[config.mk]
export PLATFORM = sky130hd
export DESIGN_NAME = uart_ctrl
export DESIGN_NICKNAME = d
export VERILOG_FILES = /design/src/rtl/uart_ctrl.sv
export SDC_FILE = /design/constraint.sdc
export NUM_CORES = 1
export LEC_CHECK = 0
export CAP_MARGIN = 40
export CORE_MARGIN = 2
export CORE_UTILIZATION = 60
export DETAILED_ROUTE_END_ITERATION = 16
export PLACE_DENSITY_LB_ADDON = 0.12
export SLEW_MARGIN = 5
export SYNTH_ARGS = -nofsm -noshare
export SYNTH_HDL_FRONTEND = slang
export SYNTH_SLANG_ARGS = --single-unit
[constraint.sdc]
create_clock -name clk -period 5.4 [get_ports clk]
set_clock_uncertainty 0.2 [all_clocks]
set_input_delay 1.35 -clock clk [delete_from_list [all_inputs] [get_ports clk]]
set_output_delay 1.35 -clock clk [all_outputs]
set_load 0.01 [all_outputs]
[src/rtl/uart_ctrl.sv]
// Memory-mapped UART controller: bus registers, TX/RX FIFOs and the byte-level
// start_tx/tx_done and rx_available/rx_clear handshakes towards the UART core.
module uart_ctrl #(
  parameter int unsigned TX_DEPTH = 4,
  parameter int unsigned RX_DEPTH = 4
) (
  input  logic       clk,
  input  logic       rst_n,
  input  logic       wr_en,
  input  logic       rd_en,
  input  logic [1:0] addr,
  input  logic [7:0] wdata,
  output logic [7:0] rdata,
  output logic       irq,
  output logic       start_tx,
  output logic [7:0] tx_value,
  input  logic       tx_done,
  input  logic       rx_available,
  input  logic [7:0] rx_value,
  output logic       rx_clear
);

  localparam int unsigned TX_AW = $clog2(TX_DEPTH);
  localparam int unsigned RX_AW = $clog2(RX_DEPTH);

  localparam logic [TX_AW:0] TX_PTR_ONE = {{TX_AW{1'b0}}, 1'b1};
  localparam logic [RX_AW:0] RX_PTR_ONE = {{RX_AW{1'b0}}, 1'b1};

  localparam logic [1:0] ADDR_DATA   = 2'd0;
  localparam logic [1:0] ADDR_STATUS = 2'd1;
  localparam logic [1:0] ADDR_CTRL   = 2'd2;

  localparam logic [1:0] T_IDLE = 2'd0;
  localparam logic [1:0] T_SEND = 2'd1;
  localparam logic [1:0] T_REL  = 2'd2;

  localparam logic [0:0] R_WAIT = 1'b0;
  localparam logic [0:0] R_ACK  = 1'b1;

  // ---------------------------------------------------------------------------
  // State
  // ---------------------------------------------------------------------------
  logic [7:0]     tx_mem_q [TX_DEPTH];
  logic [TX_AW:0] tx_wptr_q, tx_wptr_d;
  logic [TX_AW:0] tx_rptr_q, tx_rptr_d;

  logic [7:0]     rx_mem_q [RX_DEPTH];
  logic [RX_AW:0] rx_wptr_q, rx_wptr_d;
  logic [RX_AW:0] rx_rptr_q, rx_rptr_d;

  logic [1:0] tx_state_q, tx_state_d;
  logic       start_tx_q, start_tx_d;
  logic [7:0] tx_value_q, tx_value_d;

  logic [0:0] rx_state_q, rx_state_d;
  logic       rx_clear_q, rx_clear_d;

  logic [6:0] ctrl_q, ctrl_d;
  logic       tx_drop_q, tx_drop_d;
  logic       rx_overrun_q, rx_overrun_d;

  // ---------------------------------------------------------------------------
  // Bus decode
  // ---------------------------------------------------------------------------
  logic data_wr, data_rd, status_wr, ctrl_wr, flush;

  assign data_wr   = wr_en && (addr == ADDR_DATA);
  assign data_rd   = rd_en && (addr == ADDR_DATA);
  assign status_wr = wr_en && (addr == ADDR_STATUS);
  assign ctrl_wr   = wr_en && (addr == ADDR_CTRL);
  assign flush     = ctrl_wr && wdata[7];

  // ---------------------------------------------------------------------------
  // FIFO flags
  // ---------------------------------------------------------------------------
  logic tx_full, tx_empty, rx_full, rx_empty, rx_nonempty, tx_busy;

  assign tx_empty = (tx_wptr_q == tx_rptr_q);
  assign tx_full  = (tx_wptr_q[TX_AW] != tx_rptr_q[TX_AW]) &&
                    (tx_wptr_q[TX_AW-1:0] == tx_rptr_q[TX_AW-1:0]);
  assign rx_empty = (rx_wptr_q == rx_rptr_q);
  assign rx_full  = (rx_wptr_q[RX_AW] != rx_rptr_q[RX_AW]) &&
                    (rx_wptr_q[RX_AW-1:0] == rx_rptr_q[RX_AW-1:0]);
  assign rx_nonempty = ~rx_empty;
  assign tx_busy     = (tx_state_q != T_IDLE) || ~tx_empty;

  // ---------------------------------------------------------------------------
  // Push / pop strobes
  // ---------------------------------------------------------------------------
  logic tx_push, tx_pop, rx_push, rx_pop, rx_attempt;

  assign tx_push    = data_wr && !tx_full;
  assign rx_pop     = data_rd && !rx_empty && !flush;
  assign rx_attempt = (rx_state_q == R_WAIT) && rx_available;
  // A same-cycle bus pop frees the slot for the incoming byte.
  assign rx_push    = rx_attempt && (!rx_full || rx_pop) && !flush;

  // ---------------------------------------------------------------------------
  // TX FSM
  // ---------------------------------------------------------------------------
  always_comb begin
    tx_state_d = tx_state_q;
    start_tx_d = start_tx_q;
    tx_value_d = tx_value_q;
    tx_pop     = 1'b0;
    case (tx_state_q)
      T_IDLE: begin
        if (!tx_empty && !flush) begin
          tx_pop     = 1'b1;
          tx_value_d = tx_mem_q[tx_rptr_q[TX_AW-1:0]];
          start_tx_d = 1'b1;
          tx_state_d = T_SEND;
        end
      end
      T_SEND: begin
        if (tx_done) begin
          start_tx_d = 1'b0;
          tx_state_d = T_REL;
        end
      end
      T_REL: begin
        start_tx_d = 1'b0;
        if (!tx_done) tx_state_d = T_IDLE;
      end
      default: begin
        start_tx_d = 1'b0;
        tx_state_d = T_IDLE;
      end
    endcase
  end

  // ---------------------------------------------------------------------------
  // RX FSM
  // ---------------------------------------------------------------------------
  always_comb begin
    rx_state_d = rx_state_q;
    rx_clear_d = rx_clear_q;
    case (rx_state_q)
      R_WAIT: begin
        rx_clear_d = 1'b0;
        if (rx_available) begin
          rx_clear_d = 1'b1;
          rx_state_d = R_ACK;
        end
      end
      R_ACK: begin
        if (!rx_available) begin
          rx_clear_d = 1'b0;
          rx_state_d = R_WAIT;
        end
      end
      default: begin
        rx_clear_d = 1'b0;
        rx_state_d = R_WAIT;
      end
    endcase
  end

  // ---------------------------------------------------------------------------
  // Pointers, flags and control
  // ---------------------------------------------------------------------------
  always_comb begin
    tx_wptr_d = tx_wptr_q;
    tx_rptr_d = tx_rptr_q;
    rx_wptr_d = rx_wptr_q;
    rx_rptr_d = rx_rptr_q;
    if (flush) begin
      tx_wptr_d = '0;
      tx_rptr_d = '0;
      rx_wptr_d = '0;
      rx_rptr_d = '0;
    end else begin
      if (tx_push) tx_wptr_d = tx_wptr_q + TX_PTR_ONE;
      if (tx_pop)  tx_rptr_d = tx_rptr_q + TX_PTR_ONE;
      if (rx_push) rx_wptr_d = rx_wptr_q + RX_PTR_ONE;
      if (rx_pop)  rx_rptr_d = rx_rptr_q + RX_PTR_ONE;
    end
  end

  always_comb begin
    ctrl_d = ctrl_q;
    if (ctrl_wr) ctrl_d = wdata[6:0];
    // Set events take priority over a same-cycle write-one-to-clear.
    tx_drop_d    = (tx_drop_q && !(status_wr && wdata[6])) || (data_wr && tx_full);
    rx_overrun_d = (rx_overrun_q && !(status_wr && wdata[4])) ||
                   (rx_attempt && rx_full && !rx_pop && !flush);
  end

  always_ff @(posedge clk) begin
    if (!rst_n) begin
      tx_wptr_q    <= '0;
      tx_rptr_q    <= '0;
      rx_wptr_q    <= '0;
      rx_rptr_q    <= '0;
      tx_state_q   <= T_IDLE;
      start_tx_q   <= 1'b0;
      tx_value_q   <= 8'h00;
      rx_state_q   <= R_WAIT;
      rx_clear_q   <= 1'b0;
      ctrl_q       <= 7'h00;
      tx_drop_q    <= 1'b0;
      rx_overrun_q <= 1'b0;
    end else begin
      tx_wptr_q    <= tx_wptr_d;
      tx_rptr_q    <= tx_rptr_d;
      rx_wptr_q    <= rx_wptr_d;
      rx_rptr_q    <= rx_rptr_d;
      tx_state_q   <= tx_state_d;
      start_tx_q   <= start_tx_d;
      tx_value_q   <= tx_value_d;
      rx_state_q   <= rx_state_d;
      rx_clear_q   <= rx_clear_d;
      ctrl_q       <= ctrl_d;
      tx_drop_q    <= tx_drop_d;
      rx_overrun_q <= rx_overrun_d;
    end
  end

  // Storage needs no reset: the pointers define which entries are valid.
  always_ff @(posedge clk) begin
    if (rst_n && tx_push && !flush) tx_mem_q[tx_wptr_q[TX_AW-1:0]] <= wdata;
    if (rst_n && rx_push)           rx_mem_q[rx_wptr_q[RX_AW-1:0]] <= rx_value;
  end

  // ---------------------------------------------------------------------------
  // Outputs
  // ---------------------------------------------------------------------------
  logic [7:0] status;

  assign status = {1'b0, tx_drop_q, tx_busy, rx_overrun_q, rx_full, rx_nonempty, tx_empty,
                   tx_full};

  always_comb begin
    rdata = 8'h00;
    case (addr)
      ADDR_DATA:   if (!rx_empty) rdata = rx_mem_q[rx_rptr_q[RX_AW-1:0]];
      ADDR_STATUS: rdata = status;
      ADDR_CTRL:   rdata = {1'b0, ctrl_q};
      default:     rdata = 8'h00;
    endcase
  end

  assign irq      = (ctrl_q[0] && rx_nonempty) || (ctrl_q[1] && !tx_busy);
  assign start_tx = start_tx_q;
  assign tx_value = tx_value_q;
  assign rx_clear = rx_clear_q;

endmodule

==> impl_results.md, run 1 <==
- Status: finished, final reports clean
- Unique cell type count in the Yosys netlist: 52
- CP Class: input pin to primary output
- Startpoint types: input pin
- GR Util All Layers: 0.220
- Maximum number of pins on one net before global-route repair: 20
- Routed wire length: 8190 um
- Worst vdd ir: slightly above 0.0002 V
- Worst-path clk slew: ~0.10 ns
- Tcrit/Tclk final: 0.899
- Total number of nets in the final design: about 380
- Die Width: 89.1 um
- Synth-to-Final Area Change: 15.2%
- Root buffer selected by CTS: sky130_fd_sc_hd__clkbuf_8
- Cell accounting for the most synthesized area: sky130_fd_sc_hd__edfxtp_1
- Count of instances resized after the clock tree is built: 0
- Crit-path max FO: 9
- H-tree level count: 3
- Worst setup EP type: primary output
- First-pass detailed-route iteration total: 4
- Highest clock rate: 0.206 GHz
- Number of buffers created by CTS: 9
- Most frequent cells after synthesis: sky130_fd_sc_hd__edfxtp_1 (64), sky130_fd_sc_hd__dfxtp_1 (36), sky130_fd_sc_hd__nand3_1 (26)
- Skew-Pair Late Insertion Delay: around 0.35 ns
- Avg Cell Area, Syn: about 14 um2
- Setup violations, final: 0
- Max Buffers Root-to-Sink: 2
- Power density relative to cell area: between 300 and 400 mW/mm2
- Layout cells sized above 1: 0.136
- Vias after detailed routing: ~2600
- GR met1 Demand/Resource: 0.333
- Leftover overflow at the end of global routing: 0
- Yosys warnings: 0
- Global-route track usage on met2: 0.332
- Count of flip-flops with a built-in enable after synthesis: 64
- Number of global-route vias before repair: ~2500
- Sequential area share after synthesis: 0.609
- Placed wire-length estimate: between 5000 and 6000 um
- Number of slew-limit violations in the final report: 0
- Clock Sinks: 100
- Post-route insts no fill: 453
- Unrepaired setup endpoints after global routing: no
- Library cell with the highest instance count after synthesis: sky130_fd_sc_hd__edfxtp_1
- Count of unresolved DRC violations after routing: 0
- Mean routed wirelength per cell: around 18 um
- Die ar.: 0.00793 mm2
- Static power due to leakage: about 0.0017 uW
- Post-synthesis instance area: between 0.004 and 0.005 mm2
- Min-delay worst type: flop to flop
- Final-report hold violation count: 0
- Worst hold slack after final layout: 0.272 ns
- Met3 usage in global routing: 0.0443
- Post-CTS setup buffer count: 0
- Most instantiated flip-flop cell in the synthesis netlist: sky130_fd_sc_hd__edfxtp_1
- Total negative slack: 0 ns
- Die Y: ~89 um
- GRT Max-Usage Layer: met1
- Worst Max-Slew Pin Slew: 0.681 ns
- Floorplan row count: 31
- Cell types with the largest area share after synthesis: sky130_fd_sc_hd__edfxtp_1 (44%), sky130_fd_sc_hd__dfxtp_1 (17%), sky130_fd_sc_hd__mux4_2 (5.7%)
- Number of design-rule violations left by the first detailed-router iteration: roughly 220
- Number of nets produced by synthesis: approximately 340
- Clock tree from TritonCTS: built
- Min cycle time layout: 4.86 ns
- IO Pins: 43
- Detailed-route vias per instance: slightly below 6
- Worst path arrival time: approximately 3.3 ns
- Logic depth of the worst register-to-register path: 3
- Global-route wire length before repair: 12700 um
- Proportion of synthesized flip-flops having asynchronous set or reset: 0
- Max-cap check violation count: 0
- Slew HR: 0.544
- Antenna Violating Nets Remaining: 0
- Antenna cells: 0
- Instance count of the mapped netlist: roughly 300
- Post-synthesis register bit count: 100
- Hold_buf cts: 0
- Initial cell density of the core: 0.608
- Area inside the core boundary: 0.00714 mm2
- Cell Count Post-Placement: roughly 440
- Number of buffers added on ports: 42
- Initial antenna violation count: 0
- Worst hold path cell count: 2
- RD Place Congestion: around 0.80
- Required time of the critical path: 3.85 ns
- Portion of synthesized cell area occupied by the leading cell type: 0.443
critical path: stages:
cell,delay (ns)
sky130_fd_sc_hd__clkdlybuf4s50_1,0.62
sky130_fd_sc_hd__nor2b_1,0.51
sky130_fd_sc_hd__a22oi_1,0.18
sky130_fd_sc_hd__nand2_1,0.11
sky130_fd_sc_hd__clkdlybuf4s50_1,0.53
per-stage QoR:
| stage | power [uW] | util | cell area [um2] | setup WS (ns) |
|---|---|---|---|---|
| 3_5_place_dp | 1270 | 0.672 | 4790 | 0.559 |
| 6_report | 1740 | 0.701 | 5000 | 0.544 |
| 3_3_place_gp | 1260 | 0.672 | 4790 | 0.558 |
| 4_1_cts | 1760 | 0.701 | 5000 | 0.555 |
| 5_1_grt | 1820 | 0.701 | 5000 | 0.404 |
| 2_1_floorplan | 1140 | - | 4340 | 1.75 |
where the power goes:
| group | total, uW | internal [uW] | switching, uW | leakage (uW) |
|---|---|---|---|---|
| Sequential | 908 | 862 | 46.1 | 0.000871 |
| Clock | 493 | 224 | 269 | 0.000105 |
| Combinational | 344 | 176 | 167 | 0.000752 |
layout by cell type, fill, tap and decap left out, drive strengths merged, types with 7 or more instances in the layout:
| cell type | count |
|---|---|
| and3 | 10 |
| nand2 | 18 |
| edfxtp | 64 |
| xnor2 | 7 |
| mux4 | 16 |
| dfxtp | 36 |
| nor2 | 17 |
| clkbuf | 10 |
| nand3 | 26 |
| inv | 11 |
| a21oi | 19 |
| clkdlybuf4s50 | 42 |
| ha | 10 |
| o21ai | 10 |
final cells by class:
cell class,count,area [um2]
Clock buffer,10,128
Clock inverter,6,78.8
Fill cell,513,2140
Inverter,9,33.8
Multi-Input combinational cell,184,1550
Sequential cell,100,2640
Tap cell,99,124
Timing Repair Buffer,45,443
layer usage:
layer | up-vias | wire length [um]
met5 | - | 0
met4 | 0 | 68
met3 | 4 | 441
met2 | 83 | 3710
met1 | 1290 | 3970
li1 | 1250 | -
final timing paths:
path                startpoint              to  slack [ns]
setup / recovery       addr[1]        rdata[6]        0.54
hold / removal       ctrl_q[6]       ctrl_q[6]        0.27
setup reg to reg  tx_rptr_q[0]  tx_mem_q[1][3]        2.78
hold reg to reg      ctrl_q[6]       ctrl_q[6]        0.27
kinds of logic (layout without fill, tap and decap cells):
group                      Yosys count  in the layout  synth area share
adders and majority gates           10             10            0.0288
DFF                                100            100             0.609
xor gates and xnor gates            12             12            0.0363
AOI/OAI and AO/OA                   54             54            0.0865
buffers and inverters               25             70            0.0337
muxes                               20             20            0.0966
and+or+nand+nor                     88             88             0.109
flip-flops by register name, summed over array words and instances, names as in the netlist, 2 cells and up, named ones only:
name,count
tx_wptr_q,3
tx_mem_q,32
rx_rptr_q,3
rx_wptr_q,3
tx_value,8
rx_mem_q,32
tx_rptr_q,3
tx_state_q,2
ctrl_q,7
Note: power is estimated with default switching activity, not from simulation.
==> run 2: changes to the inputs <==
--- a/config.mk
+++ b/config.mk
@@ -9,7 +9,9 @@
 export CORE_MARGIN = 2
 export CORE_UTILIZATION = 60
 export DETAILED_ROUTE_END_ITERATION = 16
+export GPL_ROUTABILITY_DRIVEN = 0
 export PLACE_DENSITY_LB_ADDON = 0.12
+export RECOVER_POWER = 100
 export SLEW_MARGIN = 5
 export SYNTH_ARGS = -nofsm -noshare
 export SYNTH_HDL_FRONTEND = slang
==> run 2 against run 1 <==
Net effect:
- setup slack worse by 0.14 ns
- clock power is essentially flat
- final cell count is the same
- flip-flop and latch count stayed put
- critical endpoint is now rdata[4]
- largest cell class unchanged
- highest routed layer unchanged
==> impl_results.md, run 2 (synthesized netlist as in run 1, its figures left out) <==
- Clock Sinks: 100
- Final-report hold violation count: 0
- Global-route wire length before repair: between 10000 and 15000 um
- Leftover overflow at the end of global routing: 0
- Total number of nets in the final design: between 300 and 400
- Worst setup EP type: primary output
- Final design utilization: 0.697
- Total negative slack: 0 ns
- Crit-path max FO: 9
- Antenna cells: 0
- Detailed-route vias per instance: about 5.8
- Highest clock rate: between 0.2 and 0.25 GHz
- Logic depth of the worst register-to-register path: 3
- Worst hold slack after final layout: around 0.27 ns
- Startpoint of the worst-slack reg-to-reg timing path: tx_rptr_q[0]
- Count of unresolved DRC violations after routing: 0
- Static power due to leakage: around 0.0018 uW
- Number of buffers added on ports: 42
- Total cell area at the placement stage: roughly 0.0048 mm2
- Reg-to-Reg End: tx_mem_q[0][3]
- Status: finished, final reports clean
- Setup violations, final: 0
- Power density relative to cell area: approximately 350 mW/mm2
- Number of global-route vias before repair: approximately 2500
- Unrepaired setup endpoints after global routing: no
- Mean routed wirelength per cell: about 18 um
- Die ar.: around 0.0079 mm2
- Placed wire-length estimate: roughly 5800 um
- Synth-to-Final Area Change: 14.5%
- Floorplan row count: 31
- CP Class: input pin to primary output
- Worst Max-Slew Pin Slew: approximately 0.8 ns
- Root buffer selected by CTS: sky130_fd_sc_hd__clkbuf_8
- Number of slew-limit violations in the final report: 0
- Antenna Violating Nets Remaining: 0
- Worst vdd ir: between 0.0002 and 0.00025 V
- Number of buffers created by CTS: 9
- Cell Count Post-Placement: ~440
- H-tree level count: 3
- Startpoint types: input pin
- Min-delay worst type: flop to flop
- Max-cap check violation count: 0
- Skew-Pair Late Insertion Delay: ~0.35 ns
- Die Width: 89.1 um
- IO Pins: between 40 and 50
- Tcrit/Tclk final: 0.926
- Area inside the core boundary: just over 0.007 mm2
- Routed wire length: roughly 8300 um
- Most frequent standard cell in the layout excluding fill and tap cells: sky130_fd_sc_hd__edfxtp_1
- Initial antenna violation count: 0
- Maximum number of pins on one net before global-route repair: 20
- Slew HR: 0.455
- Worst-path clk slew: around 0.090 ns
- Initial cell density of the core: 0.608
- Die Y: slightly below 90 um
- Worst path arrival time: between 3 and 4 ns
- Leading cell types in the layout, fill and taps excluded: sky130_fd_sc_hd__edfxtp_1 (64), sky130_fd_sc_hd__dlygate4sd3_1 (38), sky130_fd_sc_hd__dfxtp_1 (36)
- Min cycle time layout: about 5.0 ns
- Worst setup endpoint: rdata[4]
- Area of all placed cells without fillers: just under 0.005 mm2
- Count of instances resized after the clock tree is built: 0
- Layout cells sized above 1: 0.119
- Post-CTS setup buffer count: 0
- Flop-to-flop setup slack: about 2.6 ns
- First-pass detailed-route iteration total: 4
- Vias after detailed routing: between 2000 and 3000
- GR Util All Layers: 0.220
- Critical path origin: addr[1]
- Number of design-rule violations left by the first detailed-router iteration: 215
- Max Buffers Root-to-Sink: 2
- Required time of the critical path: ~3.9 ns
- Post-route insts no fill: 453
- Hold_buf cts: 0
- Clock tree from TritonCTS: built
==> run 2: cell count changes in the layout (fill, tap and decap cells not counted), sizes merged <==
cell | before | now
clkdlybuf4s50 | 42 | 4
dlygate4sd3 | 0 | 38
buf | 3 | 1
clkbuf | 10 | 12
==> run 2: worst max-delay path, cell delays in order <==
cell	delay [ns]
sky130_fd_sc_hd__dlygate4sd3_1	0.70
sky130_fd_sc_hd__nor2b_1	0.52
sky130_fd_sc_hd__a22oi_1	0.18
sky130_fd_sc_hd__nand2_1	0.10
sky130_fd_sc_hd__dlygate4sd3_1	0.60
==> run 2: how the worst min path moves through the flow <==
| stage | from | end | cells after the start |
|---|---|---|---|
| 2_1_floorplan | ctrl_q[2] | ctrl_q[2] | 2 |
| 3_3_place_gp | ctrl_q[6] | ctrl_q[6] | 2 |
| 5_1_grt | ctrl_q[6] | ctrl_q[6] | 2 |
| 3_5_place_dp | ctrl_q[6] | ctrl_q[6] | 2 |
| 4_1_cts | ctrl_q[6] | ctrl_q[6] | 2 |
| 6_report | rx_clear | rx_clear | 2 |
==> run 2: layer usage <==
| metal | GRT usage | up-vias | part of all wire |
|---|---|---|---|
| met5 | 0 | - | 0 |
| met4 | 0.0570 | 0 | 0.0081 |
| met3 | 0.0443 | 4 | 0.053 |
| met2 | 0.332 | 76 | 0.46 |
| met1 | 0.333 | 1296 | 0.48 |
| li1 | - | 1252 | - |
==> run 2: area by class of cell <==
cell class                      instances  area, um2
Multi-Input combinational cell        184       1530
Timing Repair Buffer                   45        435
Clock inverter                          6       78.8
Tap cell                               99        124
Fill cell                             521       2170
Sequential cell                       100       2640
Inverter                                9       33.8
Clock buffer                           10        128
==> run 2: stage by stage <==
| stage | setup slack [ns] | power (uW) |
|---|---|---|
| 2_1_floorplan | 1.75 | 1140 |
| 3_3_place_gp | 0.558 | 1260 |
| 3_5_place_dp | 0.559 | 1270 |
| 4_1_cts | 0.555 | 1760 |
| 5_1_grt | 0.266 | 1800 |
| 6_report | 0.400 | 1730 |
==> run 2: power breakdown <==
part	total (uW)	switching, uW	leakage [uW]	internal (uW)
clock network	496	272	0.000105	225
logic	325	167	0.000796	158
registers	906	44.1	0.000871	861
==> run 3: changes to the inputs <==
--- a/config.mk
+++ b/config.mk
@@ -10,6 +10,7 @@
 export CORE_UTILIZATION = 60
 export DETAILED_ROUTE_END_ITERATION = 16
 export GPL_ROUTABILITY_DRIVEN = 0
+export GPL_TIMING_DRIVEN = 1
 export PLACE_DENSITY_LB_ADDON = 0.12
 export RECOVER_POWER = 100
 export SLEW_MARGIN = 5
==> results of run 3 <==
Final layout, timing and power as in run 2 (identical DEF).
